--- src/rtl/bitlogic_seq_pkg.sv ---
// bitlogic_seq_pkg
// Shared definitions for the sliced bitwise logic unit: opcode and FSM
// state encodings plus the legal-opcode decode used by the slice datapath.
// No ports; imported by bitlogic_slice and bitlogic_seq.
package bitlogic_seq_pkg;

    typedef enum logic [2:0] {
        OP_AND  = 3'b000,
        OP_NAND = 3'b001,
        OP_NOR  = 3'b010,
        OP_OR   = 3'b011,
        OP_XOR  = 3'b100
    } op_e;

    typedef enum logic [1:0] {
        ST_IDLE = 2'd0,
        ST_BUSY = 2'd1,
        ST_DONE = 2'd2
    } state_e;

    // Codes above XOR are reserved and yield an all-zero slice.
    function automatic logic is_legal_op(input logic [2:0] op);
        return (op <= OP_XOR);
    endfunction

endpackage

--- src/rtl/bitlogic_seq_slice.sv ---
// bitlogic_slice
// Combinational datapath for one SLICE-bit chunk: five gate arrays and an
// opcode mux that falls back to all zeros, plus the illegal-opcode flag.
// Ports:
//   op      [2:0]        operation code
//   a, b    [SLICE-1:0]  operand slices
//   y       [SLICE-1:0]  selected gate output
//   illegal              op is not a defined code
module bitlogic_slice
    import bitlogic_seq_pkg::*;
#(
    parameter int SLICE = 8
) (
    input  logic [2:0]       op,
    input  logic [SLICE-1:0] a,
    input  logic [SLICE-1:0] b,
    output logic [SLICE-1:0] y,
    output logic             illegal
);

    logic [SLICE-1:0] and_y;
    logic [SLICE-1:0] nand_y;
    logic [SLICE-1:0] nor_y;
    logic [SLICE-1:0] or_y;
    logic [SLICE-1:0] xor_y;

    // All five gate arrays are always built; the opcode only picks one.
    always_comb begin
        and_y  = a & b;
        nand_y = ~(a & b);
        nor_y  = ~(a | b);
        or_y   = a | b;
        xor_y  = a ^ b;
    end

    // Reserved codes fall through to zeros so the result of an illegal
    // request is deterministic.
    always_comb begin
        y = '0;
        case (op)
            OP_AND:  y = and_y;
            OP_NAND: y = nand_y;
            OP_NOR:  y = nor_y;
            OP_OR:   y = or_y;
            OP_XOR:  y = xor_y;
            default: y = '0;
        endcase
        illegal = ~is_legal_op(op);
    end

endmodule

--- src/rtl/bitlogic_seq.sv ---
// bitlogic_seq
// Multi-cycle bitwise logic unit: captures two WIDTH-bit operands and an
// opcode, then builds the result SLICE bits per clock through one shared
// bitlogic_slice, accumulating a zero flag on the way.
// Ports:
//   clk, reset           clock, synchronous active-high reset
//   in_valid / in_ready  request handshake (op, a, b sampled on accept)
//   out_valid / out_ready result handshake
//   result [WIDTH-1:0]   operation result
//   zero                 result == 0
//   illegal              captured op was a reserved code
module bitlogic_seq
    import bitlogic_seq_pkg::*;
#(
    parameter int WIDTH = 32,
    parameter int SLICE = 8
) (
    input  logic             clk,
    input  logic             reset,
    input  logic             in_valid,
    output logic             in_ready,
    input  logic [2:0]       op,
    input  logic [WIDTH-1:0] a,
    input  logic [WIDTH-1:0] b,
    output logic             out_valid,
    input  logic             out_ready,
    output logic [WIDTH-1:0] result,
    output logic             zero,
    output logic             illegal
);

    localparam int NSLICE = WIDTH / SLICE;
    localparam int CNT_W  = (NSLICE > 1) ? $clog2(NSLICE) : 1;
    localparam int IDX_W  = (WIDTH > 1) ? $clog2(WIDTH) : 1;
    localparam logic [CNT_W-1:0] LAST_CNT = CNT_W'(NSLICE - 1);

    if ((SLICE < 1) || (WIDTH % SLICE != 0)) begin : g_bad_slice
        $error("bitlogic_seq: WIDTH must be a positive multiple of SLICE");
    end

    state_e           state_q, state_d;
    logic [2:0]       op_q, op_d;
    logic [WIDTH-1:0] a_q, a_d;
    logic [WIDTH-1:0] b_q, b_d;
    logic [WIDTH-1:0] result_q, result_d;
    logic             zero_q, zero_d;
    logic [CNT_W-1:0] cnt_q, cnt_d;

    logic [IDX_W-1:0] base;
    logic [SLICE-1:0] slice_a;
    logic [SLICE-1:0] slice_b;
    logic [SLICE-1:0] slice_y;
    logic             slice_illegal;

    // The counter selects which chunk of the captured operands feeds the
    // shared slice this cycle. The product never exceeds WIDTH-SLICE, so
    // truncating to IDX_W bits is safe even when SLICE == WIDTH.
    always_comb begin
        base    = IDX_W'(cnt_q) * IDX_W'(SLICE);
        slice_a = a_q[base +: SLICE];
        slice_b = b_q[base +: SLICE];
    end

    bitlogic_slice #(
        .SLICE (SLICE)
    ) u_slice (
        .op      (op_q),
        .a       (slice_a),
        .b       (slice_b),
        .y       (slice_y),
        .illegal (slice_illegal)
    );

    // Next-state logic. IDLE captures the request and primes the result and
    // zero accumulator; BUSY writes one slice per cycle and leaves on the
    // last one; DONE holds everything until the consumer takes it.
    always_comb begin
        state_d  = state_q;
        op_d     = op_q;
        a_d      = a_q;
        b_d      = b_q;
        result_d = result_q;
        zero_d   = zero_q;
        cnt_d    = cnt_q;
        case (state_q)
            ST_IDLE: begin
                if (in_valid) begin
                    op_d     = op;
                    a_d      = a;
                    b_d      = b;
                    result_d = '0;
                    zero_d   = 1'b1;
                    cnt_d    = '0;
                    state_d  = ST_BUSY;
                end
            end
            ST_BUSY: begin
                result_d[base +: SLICE] = slice_y;
                zero_d = zero_q & (slice_y == '0);
                if (cnt_q == LAST_CNT) begin
                    state_d = ST_DONE;
                end else begin
                    cnt_d = cnt_q + 1'b1;
                end
            end
            ST_DONE: begin
                if (out_ready) begin
                    state_d = ST_IDLE;
                end
            end
            default: state_d = ST_IDLE;
        endcase
    end

    // State registers. Reset discards any in-flight operation and clears
    // the visible outputs; op_q resets to AND so illegal reads low.
    always_ff @(posedge clk) begin
        if (reset) begin
            state_q  <= ST_IDLE;
            op_q     <= 3'b000;
            a_q      <= '0;
            b_q      <= '0;
            result_q <= '0;
            zero_q   <= 1'b0;
            cnt_q    <= '0;
        end else begin
            state_q  <= state_d;
            op_q     <= op_d;
            a_q      <= a_d;
            b_q      <= b_d;
            result_q <= result_d;
            zero_q   <= zero_d;
            cnt_q    <= cnt_d;
        end
    end

    // Handshake outputs come straight from the state register so neither
    // in_valid nor out_ready has a combinational path to them.
    always_comb begin
        in_ready  = (state_q == ST_IDLE);
        out_valid = (state_q == ST_DONE);
        result    = result_q;
        zero      = zero_q;
        illegal   = slice_illegal;
    end

endmodule

--- config.mk ---
export PLATFORM = sky130hd
export DESIGN_NAME = bitlogic_seq
export DESIGN_NICKNAME = d
export VERILOG_FILES = /design/src/rtl/bitlogic_seq_pkg.sv /design/src/rtl/bitlogic_seq_slice.sv /design/src/rtl/bitlogic_seq.sv
export SDC_FILE = /design/constraint.sdc
export NUM_CORES = 1
export LEC_CHECK = 0
export BUFFER_PORTS_ARGS = -buffer_cell sky130_fd_sc_hd__buf_4
export CAP_MARGIN = 20
export CORE_MARGIN = 2
export CORE_UTILIZATION = 30
export CTS_CLUSTER_DIAMETER = 40
export DETAILED_ROUTE_END_ITERATION = 7
export REMOVE_ABC_BUFFERS = 1
export SLEW_MARGIN = 0
export SYNTH_ARGS = -nofsm -noshare
export SYNTH_HDL_FRONTEND = slang
export SYNTH_SLANG_ARGS = --single-unit
--- constraint.sdc ---
create_clock -name clk -period 4.53 [get_ports clk]
set_input_delay 0.6795 -clock clk [delete_from_list [all_inputs] [get_ports clk]]
set_output_delay 0.6795 -clock clk [all_outputs]
set_load 0.01 [all_outputs]
==> impl_results.md <==
* Status: completed
* Post-synth EDFFs at 0
* Cell Area, Synth at 4689 µm²
* Post-synthesis mux area share at approximately a tenth
* R2R depth at 8
* Worst-path fanout max at 24
* DIE HEIGHT at 129.0 µm
* DRT antenna net count at 0
* Main synth FF type: dfxtp_1
* Min-Delay Path Depth at 2
* Hold Crit Class: flop to flop
* Compound-Gate Fraction of Synth Area at 15.18%
* Filler instances at between 1500 and 2000
* Worst setup EP type: flop
* GR Overflow Total at 0
* Arrival time worst endpoint at 3.00 ns
* Post-CTS Repair Setup Buffers at 0
* Final Core Density at 38.44%
* Fin crit share at 60.87%
* Highest Clock Rate at 0.3627 GHz
* Total clock sinks at 104
* Unrepaired setup endpoints after global routing: no
* Crit path launch type: flop
* Total negative slack at 0 ns
* Total GRT Usage at 13.89%
* WS Path Type: flop to flop
* Die span in x at between 100 and 150 µm
* Setup WS pre-CTS at 1.741 ns
* Synth Instances at ~530
* Max_slew headroom at between 30% and 40%
* Post-synth ARST share at 0%
* Largest net degree at the start of global routing at 106
* Post-route setup slack at 1.773 ns
* Most frequent cells in the layout: nand2_1, buf_4, dfxtp_1
* Avg WL per Cell at 13.52 µm
* Total wire length at 11240 µm
* Area Growth Syn to Fin at 25.08%
* Maximum VDD drop at 178.4 µV
* Lkg Pwr at 2.353 nW
* Layout Cells excl Fill at 831
* Max cap viols at 0
* RePlAce Congestion at ~0.85
* Final #Nets at 706
* DP Cell Count at 815
* Initial antenna violation count at 0
* First-pass GRT wire length at 18440 µm
* Adder-cell area share of the yosys netlist at 5.336%
* Htree depth at 3
* Register bit total from synthesis at 104
* Simple-Gate Fraction of Synth Area at 18.44%
* Cell taking the most area after synthesis: dfxtp_1
* Core ar. at between 15000 and 20000 µm²
* DRC Markers at 0
* Commonest non-fill, non-tap cell in the layout: nand2_1
* Layout Skew at 0.008816 ns
* Sequential share of the synthesized area at 44.40%
* Final Critical Period at 2.757 ns
* Maximum root-to-sink buffer count at 2
* IO Pins at 107
* Syn avg cell area at 8.782 µm²
* Power per cell area at 338.9 nW/µm²
* Pre-antenna DRT Iters at 4
* # rows at 45
* ANT cells at 0
* XOR/XNOR share of the synthesized area at around 1.5%
* Worst Tran Pin Value at 1.023 ns
* Reg clk slew, reported paths at 0.07 ns
* Largest cells by area after synthesis: dfxtp_1, nand2_1, mux4_2
* Final hold vios at 0
* Max Slew Vio Count at 0
* Req. time, crit path at approximately 4.8 ns
* Layout cells sized above 1 at 24.84%
* Yosys warning count at 0
* Resize count post-CTS at 0
* CTS tree: yes
* Synth top area share at around 44%
* Largest family of logic cells by synthesized area: simple AND/OR/NAND/NOR gates
* Cts-stage hold buffer count at 0
* Synth cell types at 31
* Detailed Place HPWL at 8293 µm
* TritonCTS buffer count at 9
* CTS root buffer: clkbuf_16
* Starting Density at just over 30%
* Vias at between 3000 and 4000
* Via/cell ratio at 4.632
* PortBufs at about 110
* First-iteration detailed-routing DRC count at 263
* Clock latency on the worst-skew pair at 0.34 ns
* Die footprint at 16650 µm²
* # setup viols final at 0
* Vias in the first global route at 3876
==> metrics by stage <==
stage                     area (µm²)  power (mW)  hold slack, ns
after global placement          5573       1.290          0.4418
after detailed placement        5593       1.303          0.4453
after floorplan                 4494       1.174          0.4271
after CTS                       5866       2.015          0.4557
final                           5866       1.988          0.4534
after global routing            5866       2.089          0.4673
==> metal layers <==
metal	track usage, %	up-vias	part of all wire [%]
li1	-	1961	-
met1	18.20	1773	46
met2	23.12	106	48
met3	2.890	9	4.7
met4	4.348	0	1.0
met5	0	-	0
==> cell families after synthesis <==
| family | count (synthesis) |
|---|---|
| compound gates | 117 |
| flops | 104 |
| simple gates | 203 |
| fa+ha+maj | 20 |
| buf+inv | 58 |
| xor+xnor | 8 |
| mux | 24 |
==> cell type report <==
| class | count | area (µm²) | area share, % |
|---|---|---|---|
| Inverter | 20 | 75.07 | 1.280 |
| Multi-Input combinational cell | 372 | 2347 | 40.02 |
| Timing Repair Buffer | 108 | 823.3 | 14.04 |
| Sequential cell | 104 | 2083 | 35.52 |
| Tap cell | 211 | 264.0 | 4.501 |
| Clock inverter | 6 | 43.79 | 0.7466 |
| Clock buffer | 10 | 229.0 | 3.904 |
==> Yosys cell counts, types with 2 or more instances <==
cell type and instances:
buf_4 6, buf_6 2, ha_1 20, dfxtp_1 104, nor2_1 41, o21ai_1 2, mux2i_1 8, o21ai_2 6
nor2b_1 2, mux4_2 16, xor2_1 8, and4_1 2, nand2b_1 2, a21oi_1 69, a22oi_1 33, clkbuf_1 18
inv_1 20, nand2_1 147, nor3_1 2, buf_2 12, a21o_1 4
==> where the power goes <==
part	total, mW	switching [mW]	leakage [nW]	internal [mW]
logic	0.282	0.150	1.38	0.132
registers	0.997	0.0410	0.850	0.956
clock network	0.709	0.336	0.121	0.374
total	1.99	0.527	2.35	1.46
==> flip-flops by register name, indices dropped and copies added, names as in the netlist <==
| signal | count |
|---|---|
| a_q | 32 |
| b_q | 32 |
| result | 32 |
| op_q | 3 |
| cnt_q | 2 |
| state_q | 2 |
| zero | 1 |
==> final timing paths <==
kind	from	endpoint	slack [ns]
max reg2reg	cnt_q[0]	zero	1.77
max	cnt_q[0]	zero	1.77
min	b_q[5]	b_q[5]	0.45
min reg2reg	b_q[5]	b_q[5]	0.45
==> critical path, cell delays in order (launching register included) <==
cell,delay [ns]
dfxtp_2,0.84
mux4_2,0.62
inv_1,0.07
ha_1,0.13
mux2i_1,0.07
xor2_1,0.17
o21ai_1,0.40
nor3b_1,0.10
a31o_1,0.25
(Power assumes the default switching activity.)
